--- config.mk ---
export PLATFORM = sky130hd
export DESIGN_NAME = stack_xfer_unit
export DESIGN_NICKNAME = d
export VERILOG_FILES = /design/src/rtl/stack_pkg.sv /design/src/rtl/lifo_mem.sv /design/src/rtl/stack_xfer_unit.sv
export SDC_FILE = /design/constraint.sdc
export NUM_CORES = 1
export LEC_CHECK = 0
export CAP_MARGIN = 5
export CORE_UTILIZATION = 30
export CTS_CLUSTER_SIZE = 25
export DETAILED_ROUTE_END_ITERATION = 7
export PLACE_DENSITY_LB_ADDON = 0.12
export SLEW_MARGIN = 5
export SYNTH_ARGS = -nofsm -noshare
export SYNTH_HDL_FRONTEND = slang
export SYNTH_SLANG_ARGS = --single-unit
--- constraint.sdc ---
create_clock -name clk -period 9.3 [get_ports clk]
set_input_delay 0.93 -clock clk [delete_from_list [all_inputs] [get_ports clk]]
set_output_delay 0.93 -clock clk [all_outputs]
set_load 0.01 [all_outputs]
--- src/rtl/stack_pkg.sv ---
// rtl/stack_pkg.sv - shared types and defaults for the operand-stack controller
package stack_pkg;

  localparam int DEF_WIDTH = 16;
  localparam int DEF_DEPTH = 16;

  // Encoding matches the op_code pins directly.
  typedef enum logic [1:0] {
    PUSH_R = 2'b00,
    POP_R  = 2'b01,
    PUSH_I = 2'b10,
    DROP   = 2'b11
  } op_e;

  typedef enum logic [1:0] {
    IDLE = 2'b00,
    SEL  = 2'b01,
    XFER = 2'b10,
    DONE = 2'b11
  } state_e;

  function automatic logic is_push(input op_e op);
    return (op == PUSH_R) || (op == PUSH_I);
  endfunction

endpackage

--- src/rtl/lifo_mem.sv ---
// rtl/lifo_mem.sv - stack storage array, synchronous write, asynchronous read
//
// Ports:
//   clk    - write clock
//   we     - write enable
//   waddr  - write index
//   wdata  - write word
//   raddr  - read index
//   rdata  - read word (combinational from raddr)
//
// The array is not reset; the controller never reads above the top of stack,
// so stale contents are unobservable.
module lifo_mem #(
  parameter int WIDTH = 16,
  parameter int DEPTH = 16
) (
  input  logic                       clk,
  input  logic                       we,
  input  logic [$clog2(DEPTH)-1:0]   waddr,
  input  logic [WIDTH-1:0]           wdata,
  input  logic [$clog2(DEPTH)-1:0]   raddr,
  output logic [WIDTH-1:0]           rdata
);

  logic [WIDTH-1:0] mem_q [DEPTH];

  always_ff @(posedge clk) begin
    if (we) begin
      mem_q[waddr] <= wdata;
    end
  end

  assign rdata = mem_q[raddr];

endmodule

--- src/rtl/stack_xfer_unit.sv ---
// rtl/stack_xfer_unit.sv - operand-stack controller exchanging words with the register bank
//
// Ports:
//   clk, reset            - clock, asynchronous active-low reset
//   op_valid / op_ready   - operation handshake (ready only in IDLE)
//   op_code, op_reg,
//   op_imm                - operation, register index, immediate (captured at accept)
//   done, err             - one-cycle completion pulse, error flag valid with done
//   rId, ldR, rIn         - register select, load strobe, write data to the bank
//   rOut                  - read data from the bank
//   count, full, empty    - stack occupancy
module stack_xfer_unit
  import stack_pkg::*;
#(
  parameter int WIDTH = DEF_WIDTH,
  parameter int DEPTH = DEF_DEPTH
) (
  input  logic                     clk,
  input  logic                     reset,
  input  logic                     op_valid,
  output logic                     op_ready,
  input  logic [1:0]               op_code,
  input  logic [2:0]               op_reg,
  input  logic [WIDTH-1:0]         op_imm,
  output logic                     done,
  output logic                     err,
  output logic [2:0]               rId,
  output logic                     ldR,
  output logic [WIDTH-1:0]         rIn,
  input  logic [WIDTH-1:0]         rOut,
  output logic [$clog2(DEPTH):0]   count,
  output logic                     full,
  output logic                     empty
);

  localparam int AW = $clog2(DEPTH);
  localparam logic [AW:0]   CNT_ONE  = (AW+1)'(1);
  localparam logic [AW:0]   CNT_FULL = (AW+1)'(DEPTH);
  localparam logic [AW-1:0] IDX_ONE  = AW'(1);

  state_e           state_q, state_d;
  op_e              op_q, op_d;
  logic [WIDTH-1:0] imm_q, imm_d;
  logic             err_q, err_d;
  logic [2:0]       rid_q, rid_d;
  logic [WIDTH-1:0] rin_q, rin_d;
  logic [AW:0]      cnt_q, cnt_d;

  logic             mem_we;
  logic [AW-1:0]    mem_waddr;
  logic [AW-1:0]    mem_raddr;
  logic [WIDTH-1:0] mem_wdata;
  logic [WIDTH-1:0] mem_rdata;

  logic             full_w;
  logic             empty_w;
  op_e              op_in;

  assign full_w  = (cnt_q == CNT_FULL);
  assign empty_w = (cnt_q == '0);
  assign op_in   = op_e'(op_code);

  // Top of stack is always count-1; when empty the index wraps but is never used.
  assign mem_waddr = cnt_q[AW-1:0];
  assign mem_raddr = cnt_q[AW-1:0] - IDX_ONE;

  lifo_mem #(
    .WIDTH (WIDTH),
    .DEPTH (DEPTH)
  ) u_mem (
    .clk   (clk),
    .we    (mem_we),
    .waddr (mem_waddr),
    .wdata (mem_wdata),
    .raddr (mem_raddr),
    .rdata (mem_rdata)
  );

  always_ff @(posedge clk or negedge reset) begin
    if (!reset) begin
      state_q <= IDLE;
      op_q    <= PUSH_R;
      imm_q   <= '0;
      err_q   <= 1'b0;
      rid_q   <= '0;
      rin_q   <= '0;
      cnt_q   <= '0;
    end else begin
      state_q <= state_d;
      op_q    <= op_d;
      imm_q   <= imm_d;
      err_q   <= err_d;
      rid_q   <= rid_d;
      rin_q   <= rin_d;
      cnt_q   <= cnt_d;
    end
  end

  always_comb begin
    state_d   = state_q;
    op_d      = op_q;
    imm_d     = imm_q;
    err_d     = err_q;
    rid_d     = rid_q;
    rin_d     = rin_q;
    cnt_d     = cnt_q;
    mem_we    = 1'b0;
    mem_wdata = imm_q;

    unique case (state_q)
      IDLE: begin
        if (op_valid) begin
          op_d  = op_in;
          imm_d = op_imm;
          rid_d = op_reg;
          // Overflow/underflow is rejected here, which is also what keeps
          // count from ever wrapping.
          if ((is_push(op_in) && full_w) || (!is_push(op_in) && empty_w)) begin
            err_d   = 1'b1;
            state_d = DONE;
          end else begin
            err_d   = 1'b0;
            state_d = SEL;
          end
        end
      end

      SEL: begin
        // rId has been stable for a full cycle, and the popped word is
        // captured now so it is on rIn when ldR fires in XFER.
        if (op_q == POP_R) begin
          rin_d = mem_rdata;
        end
        state_d = XFER;
      end

      XFER: begin
        unique case (op_q)
          PUSH_R: begin
            mem_we    = 1'b1;
            mem_wdata = rOut;
            cnt_d     = cnt_q + CNT_ONE;
          end
          PUSH_I: begin
            mem_we    = 1'b1;
            mem_wdata = imm_q;
            cnt_d     = cnt_q + CNT_ONE;
          end
          POP_R,
          DROP: begin
            cnt_d = cnt_q - CNT_ONE;
          end
          default: ;
        endcase
        state_d = DONE;
      end

      DONE: begin
        state_d = IDLE;
      end

      default: state_d = IDLE;
    endcase
  end

  // Decoded from registered state so an asynchronous reset cuts them at once.
  assign op_ready = (state_q == IDLE);
  assign done     = (state_q == DONE);
  assign err      = (state_q == DONE) && err_q;
  assign ldR      = (state_q == XFER) && (op_q == POP_R);

  assign rId   = rid_q;
  assign rIn   = rin_q;
  assign count = cnt_q;
  assign full  = full_w;
  assign empty = empty_w;

endmodule

Word-level counts from Yosys, hierarchy flattened

Memory sizes are Yosys's and may differ from the RTL's. A register that Yosys moved wholly into a read port is not among the register bits.
Cells that the tools add are included.

Register bits after elaboration: 29
Memory bits (writable): 256
Input port bits: 40
Logic and storage cells: 46
Memories: 1

Memory list:

| memory      | words | bits a word | rd ports | clocked after memory_dff | write ports | line           | RTL |
|---|---|---|---|---|---|---|---|
| u_mem.mem_q | 16    | 16          | 1        | 1                        | 1           | lifo_mem.sv:25 | `logic [WIDTH-1:0] mem_q [DEPTH];` |

Add/subtract/negate cells: 3
Equality and inequality tests: 9
Multiplexer cells: 11
Reductions and logical operators: 16

Operator list:

| kind                  | number |
|---|---|
| $mux W16              | 2 |
| $eq A2 B2 Y1 const B  | 5 |
| $pmux W5 S2           | 1 |
| $pmux W2 S4           | 1 |
| $logic_not A2 Y1      | 3 |
| $add A5 B1 Y5 const B | 1 |
| $eq A5 B5 Y1 const B  | 1 |
| $logic_not A5 Y1      | 1 |
| $mux W1               | 5 |
| $sub A5 B1 Y5 const B | 1 |
| $eq A2 B1 Y1 const B  | 2 |
| $logic_and A1 B1 Y1   | 4 |
| $mux W2               | 2 |
| $reduce_and A2 Y1     | 2 |
| $reduce_or A2 Y1      | 2 |
| $sub A4 B1 Y4 const B | 1 |
| $logic_not A1 Y1      | 2 |
| $logic_or A1 B1 Y1    | 2 |
| $ne A2 B2 Y1 const B  | 1 |

Logic depth before layout (Yosys ltp)

Depth in word-level cells: 8
Depth in mapped cells: 10
Mapped depth without buffers: 7

Cells and area by module

Synthesis repeated with hierarchy kept, for this count alone.

Cells, all modules: 583
Area total of the unflattened synthesis: 12014.0 µm²

By module, submodules not included:

| module          | times used | cells an instance | area each (µm²) |
|---|---|---|---|
| lifo_mem        | 1          | 416               | 9723.1 |
| stack_xfer_unit | 1          | 167               | 2290.9 |

Worst setup path before layout

OpenSTA, ideal clock, no wires.

Kind: register -> register
Start: register cnt_q[0] (netlist: count[0])
End: memory u_mem.mem_q[0][0], enable pin
Library setup time: 0.430 ns
Arrival time: 2.741 ns
Required time: 8.870 ns
Setup slack: 6.129 ns
Stages on the path, launching flop included: 6
Period minus slack after synthesis: 3.171 ns
Path through: dfrtp_1 buf_2 inv_1 ha_1 nand2_1 nor4_1

RTL lines:

| what                   | line                  | RTL |
|---|---|---|
| start, declared        | stack_xfer_unit.sv:47 | `logic [AW:0] cnt_q, cnt_d;` |
| start signal, assigned | stack_xfer_unit.sv:95 | `cnt_q <= cnt_d;` |
| end, declared          | lifo_mem.sv:25        |  |

Straight into the memory's write port.

Worst setup path in the final report

Start: register cnt_q[0] (netlist: count[0])
End: register rin_q[10] (netlist: rIn[10]) (read register of u_mem.mem_q)

Longest elaborated chain between the ends: 1

RTL lines:

| what             | line                  | RTL |
|---|---|---|
| $sub A4 B1 Y4    | stack_xfer_unit.sv:65 | `assign mem_raddr = cnt_q[AW-1:0] - IDX_ONE;` |
| net mem_raddr[0] | stack_xfer_unit.sv:51 | `logic [AW-1:0] mem_raddr;` |
| end, declared    | stack_xfer_unit.sv:46 | `logic [WIDTH-1:0] rin_q, rin_d;` |

The timed path passes the listed nets, and every way through them passes these cells.
A chain may end at the register's enable or synchronous reset.

==> impl_metrics.csv <==
group,metric,value,unit
timing,setup_tns,0,ns
layout,syn2layout_area_growth,20.7,%
place,dpl.cell_count,1348,
clocking,post-cts-setup-buffers,0,
logic_synthesis,yosysUniqueCellTypes,35,
timing,max_freq,284,MHz
logic_synthesis,yosysMostFrequentCell,"edfxtp_1",
clocking,clock_latency,0.52,ns
clocking,cts.htree.levels,2,
global_routing,grt_pass1_wl,44300,um
timing,slew_violations,0,
logic_synthesis,yosysTopAreaCell,"edfxtp_1",
timing,hold_viol,0,
clocking,cts_tree,"done",
place,place.detailed.hpwl,17300,um
timing,worst_pin_slew,1.10,ns
routing,vias,6735,
routing,wire_per_inst,21.0,um
critical_path,crit-reg2reg-launch,"count[0]",
global_routing,grt_usage,14.7,%
timing,setup_violations,0,
die,initial_core_util,30.4,%
critical_path,ff2ff_path_depth,8,
worst_hold_path,min_path_type,"flop to flop",
logic_synthesis,synth_fp_nets,829,
routing,drt_iter0_drc,422,
global_routing,grt_pass1_vias,6810,
clocking,cts_sinks,301,
status,status,"finished, final reports clean",
layout,fillCellCount,3794,
clocking,clk_path_buf_depth,3,
layout,antennaDiodeCount,0,
timing,maxSlewHeadroom,26.3,%
clocking,ctsResizeCount,0,
timing,fin_worst_hold_slack,0.491,ns
place,io_buffers,69,
clocking,cts_root_buffer,"clkbuf_16",
timing,fin_crit,3.52,ns
clocking,clkTransAtPathRegs,0.05,ns
logic_synthesis,netlist_area,12000,um2
die,coreArea,39600,um2
pwr,p_leak,5.12,nW
pwr,powerDensity,359,nW/um2
logic_synthesis,async_flop_share,15.0,%
logic_synthesis,ys_ff_latch,301,
routing,vias_per_cell,4.77,
logic_synthesis,syn_avg_cell_area,15.5,um2
global_routing,grt_max_degree,68,
clocking,cts_buffers,35,
layout,drive_gt1_share,14.4,%
timing,skew,0.0241,ns
routing,firstDrtPassIters,5,
logic_synthesis,yosys_most_used_dff,"edfxtp_1",
pwr,total_power,5.23,mW
timing,final.period_utilization,37.9,%
worst_hold_path,min_from,"err_q",
critical_path,worst_setup_path_start_kind,"flop",
layout,regArea,8810,um2
critical_path,criticalPathCategory,"flop to flop",
timing,rsz0062_at_grt,"no",
global_routing,antenna_found_initial,0,
pwr,peakVddDrop,0.000321,V
die,ioPinCount,70,
worst_hold_path,hold_depth,2,
critical_path,critPathCaptureType,"flop",
clocking,cts_hold_buf,0,
layout,fin_nets,913,
critical_path,required,9.67,ns
die,die_area,41000,um2
global_routing,grt_overflow,0,
die,dieHeight,202,um
layout,final_cells,1411,
die,dieWidth,202,um
routing,ant_nets,0,
logic_synthesis,yosysTopAreaCellShare,63.8,%
routing,totalWireLength,29700,um
logic_synthesis,yosysWarningCount,0,
critical_path,cp.arrival,3.89,ns
logic_synthesis,postSynthCellCount,776,
critical_path,r2r_end,"rIn[10]",
worst_hold_path,min_to,"err_q",
logic_synthesis,ys_top_cells_by_area,"edfxtp_1 (64%), dfrtp_1 (9.3%), mux2i_1 (6.4%)",
critical_path,r2r_slack,5.78,ns
place,gp_congestion,0.704,
logic_synthesis,yosysSeqAreaShare,73.2,%
flow_run,maxCapViolCount,0,
logic_synthesis,synth_common_cells,"edfxtp_1 (256), nand2_1 (129), mux2i_1 (77)",
logic_synthesis,synth_edf_count,256,
die,row_count,73,
layout,multiInputGateArea,3100,um2
critical_path,crit_fanout,67,
routing,drc,0,
[metrics by stage]
| stage | area, um2 | utilization, % | setup WS, ns |
|---|---|---|---|
| 2_1_floorplan | 12000 | - | 6.13 |
| 3_3_place_gp | 13400 | 33.8 | 5.84 |
| 3_5_place_dp | 13400 | 33.8 | 5.76 |
| 4_1_cts | 14500 | 36.7 | 5.74 |
| 5_1_grt | 14500 | 36.7 | 5.52 |
| 6_report | 14500 | 36.7 | 5.78 |
[routing by layer]
metal	track usage [%]	wire [um]	part of all wire, %
met4	4.91	770	2.6
met5	0	0	0
met1	20.7	14000	47
met3	2.53	1290	4.3
met2	22.8	13600	46
[sequential cells by signal, summed over array words and instances, names as in the netlist]
| name | cells |
|---|---|
| count | 5 |
| err_q | 1 |
| imm_q | 16 |
| op_q | 2 |
| rId | 3 |
| rIn | 16 |
| state_q | 2 |
| u_mem.mem_q | 256 |
[placed cells by master (no fill, tap or decap), drive strengths merged]
cell type        n
nand3b           1
xor2             3
xnor2            6
a22oi           31
a32oi           31
inv              5
mux2i           77
edfxtp         256
nor3b            1
ha              12
nor4             1
clkbuf          52
a21o             2
buf             20
nor3             4
o21ai            2
clkdlybuf4s50   68
nand2          129
and3             7
mux2            38
o31ai            1
and3b            1
and2             2
nand3           33
dfrtp           45
nor2            19
nand2b           1
nand4           16
fa               1
mux4             2
bufinv           2
clkinv           8
a21oi            4
nor2b            5
[logic make-up after synthesis]
group	Yosys count	share of synthesized area, %
flops	301	73.2
simple gates	220	8.09
mux	117	10.3
compound gates	71	4.62
buf+inv	45	1.74
fa+ha+maj	13	1.41
xor+xnor	9	0.654
[worst max-delay path, stage by stage, from the launching register on]
cell     delay (ns)
dfrtp_1        0.75
inv_1          0.30
ha_4           0.29
xor2_4         0.18
buf_4          0.42
nor2_2         0.90
a22oi_1        0.22
a32oi_1        0.25
nand2_1        0.08
[cell type report]
cell class	instances	share of cell area [%]
sequential	301	60.6
multi-input combinational	430	21.3
clock buffer	52	6.88
timing repair buffer	88	5.70
tap	525	4.52
clock inverter	11	0.843
inverter	4	0.103
[power breakdown]
group | internal (mW) | switching (mW) | leakage (nW)
Sequential | 1.80 | 0.111 | 2.85
Clock | 0.804 | 0.527 | 0.551
Combinational | 0.720 | 1.26 | 1.72
Total | 3.33 | 1.90 | 5.12
[how the worst max path moves through the flow]
stage,from,to
6_report,count[0],rIn[10]
4_1_cts,count[0],rIn[10]
3_5_place_dp,count[0],rIn[6]
5_1_grt,count[0],rIn[10]
2_1_floorplan,count[0],u_mem.mem_q[0][0]
3_3_place_gp,count[0],rIn[11]
No activity file was read; power rests on OpenSTA's default activity.
==> variant: new RTL, same flow settings <==
Take the reset off `imm_q` and load it in a clocked block of its own.
--- a/src/rtl/stack_xfer_unit.sv
+++ b/src/rtl/stack_xfer_unit.sv
@@ -80,7 +80,6 @@
     if (!reset) begin
       state_q <= IDLE;
       op_q    <= PUSH_R;
-      imm_q   <= '0;
       err_q   <= 1'b0;
       rid_q   <= '0;
       rin_q   <= '0;
@@ -88,12 +87,15 @@
     end else begin
       state_q <= state_d;
       op_q    <= op_d;
-      imm_q   <= imm_d;
       err_q   <= err_d;
       rid_q   <= rid_d;
       rin_q   <= rin_d;
       cnt_q   <= cnt_d;
     end
+  end
+
+  always_ff @(posedge clk) begin
+    imm_q <= imm_d;
   end
 
   always_comb begin
Function: same outputs for any inputs over 10 cycles, from zero or initial values and one cycle with reset low; that may be too few to reach the edited logic, so the function may still have changed.
==> variant against the unedited design <==
- fmax rose by 1.0%
- via count fell by 3.0%
- worst setup slack gained 0.037 ns
- synthesized area shrank 0.86%
- power decreased by 7.5%
- sequential power decreased by 8%
- cell area fell by 1.1%
- global-route usage fell by 0.52 points
- critical endpoint is now rIn[4]
- wire length down 4.2%
- critical path type unchanged
- sequential cell count is the same
- count of clock-buffer cells in the layout decreased by 3
- combinational power down 11%
==> variant: results (changes against the unedited design) <==
- Status: finished clean
- Slew HR: 22.76% (-3.5 points)
- Initial DRT Pass Iterations: 4 (-1)
- Sequential power share: 36.5% (about the same)
- DR vias: 6532 (-3.0%)
- Synth Warn #: 0 (unchanged)
- Placed inst area: 13290 µm² (-0.95%)
- Clock network power: between 1 and 1.5 mW
- CTS max path bufs: 3 (unchanged)
- Pwr/cell area: 336.2 nW/µm² (-6.5%)
- P_sw: 1.720 mW (-9.4%)
- Worst-path clk slew: 0.06 ns
- Vias/cell: 4.720 (-1.1%)
- Clk_skew: 0.01338 ns (-0.01075 ns)
- Final Wtd Congestion: 0.7469 (+6.1%)
- CTS resizes: 0 (unchanged)
- EDFF count, synth: 272 (+6.3%)
- Initial DRC Count: 328 (-22%)
- First-pass GRT wire length: 42.86 mm (-3.4%)
- Largest net degree at the start of global routing: 68 (unchanged)
- ANT cells: 0 (unchanged)
- Delay of the slowest cell on the worst path: 0.87 ns (-0.03 ns)
- Hold slack: 0.4741 ns (-0.01720 ns)
- Flop2flop setup slack: 5.81 ns (+0.04 ns)
- LEAKAGE: 4.986 nW (-2.6%)
- Synth cell types: 35 (unchanged)
- Mapped Cells: 759 (-2.2%)
- Initial antenna violation count: 0 (unchanged)
- Clk_lat worst skew: 0.51 ns
- Reg2reg end: rIn[4]
- Top reg by flops: u_mem.mem_q
- Vias in the first global route: 6732 (-1.1%)
- Syn nets: 812 (-2.1%)
- Hold WC Path Type: reg -> reg
- Max FFs per register: 256 (unchanged)
- Share of layout cells above drive strength 1: 12.24% (-2.2 points)
- Fraction of registers with async set/reset: 9.635% (-5.3 points)
- Worst hold start: err_q
- Final net count: 896 (-1.9%)
- Synth area leaders: edfxtp_1 68%, mux2i_1 6.5%, dfrtp_1 6.1%, nand2_1 4.1%, a32oi_1 2.3%
- Max rail drop VDD: 0.2357 mV (-26%)
- Synth top area share: 68.38% (+4.6 points)
- Drt total wl: 28.43 mm (-4.2%)
- Post-DP HPWL: 16.72 mm (-3.1%)
- WP data arrival: 3.87 ns (-0.02 ns)
- Inst Count DP: 1324 (-1.8%)
- Slowest CP cell: nor2_2
- DP Worst Slack: 5.745 ns (-0.01255 ns)
- Synth cell count leaders: 272 x edfxtp_1, 129 x nand2_1, 77 x mux2i_1, 33 x nand3_1
- Synthesized area: 11940 µm² (-0.86%)
- Worst Hold Depth: 2 (unchanged)
- FF-to-FF path depth: 8 (unchanged)
- Sequential-to-total area share from yosys stat: 74.46% (+1.3 points)
- Tot GR Track Use: 14.15% (-0.52 points)
- CTS buffer count: 35 (unchanged)
==> variant: worst max-delay path by stage <==
stage | from | end | slack [ns] | cells past startpoint
final | count[0] | rIn[4] | 5.81 | 8
after global routing | count[0] | rIn[8] | 5.54 | 8
after CTS | count[0] | rIn[4] | 5.74 | 8
after detailed placement | count[0] | rIn[4] | 5.74 | 8
after global placement | count[0] | rIn[6] | 5.81 | 8
after floorplan | count[0] | u_mem.mem_q[0][0] | 6.13 | 5
==> variant: routing by layer <==
metal	track usage, %	vias to the layer above	part of all wire [%]
met1	20.55	3260	49
met2	21.58	150	45
li1	-	3075	-
met4	3.977	0	2.0
met5	0	-	0
met3	2.559	47	4.1
==> variant: critical path, delay by kind of cell, from the launching register on <==
family / cells / cell delay [ns]
XOR/XNOR: 1 / 0.18
flip-flops: 1 / 0.73
AO/OA/AOI/OAI: 2 / 0.50
buffers and inverters: 2 / 0.67
AND/OR/NAND/NOR: 2 / 0.96
adder cells (fa/ha/maj): 1 / 0.29
==> variant: kinds of logic (layout without fill, tap and decap cells) <==
group | Yosys count | after routing | synth area share, %
mux | 101 | 101 | 8.904
buf+inv | 44 | 151 | 1.728
compound gates | 71 | 71 | 4.662
xor+xnor | 9 | 9 | 0.6600
flops | 301 | 301 | 74.46
simple gates | 220 | 220 | 8.161
fa+ha+maj | 13 | 13 | 1.425
==> variant: layout make-up <==
cell class                 count  area, µm²
clock inverter                11      83.83
multi-input combinational    414       2917
tap                          518      648.1
sequential                   301       8894
inverter                       5      18.77
fill                        3749      24540
clock buffer                  49       1001
timing repair buffer          86      813.3
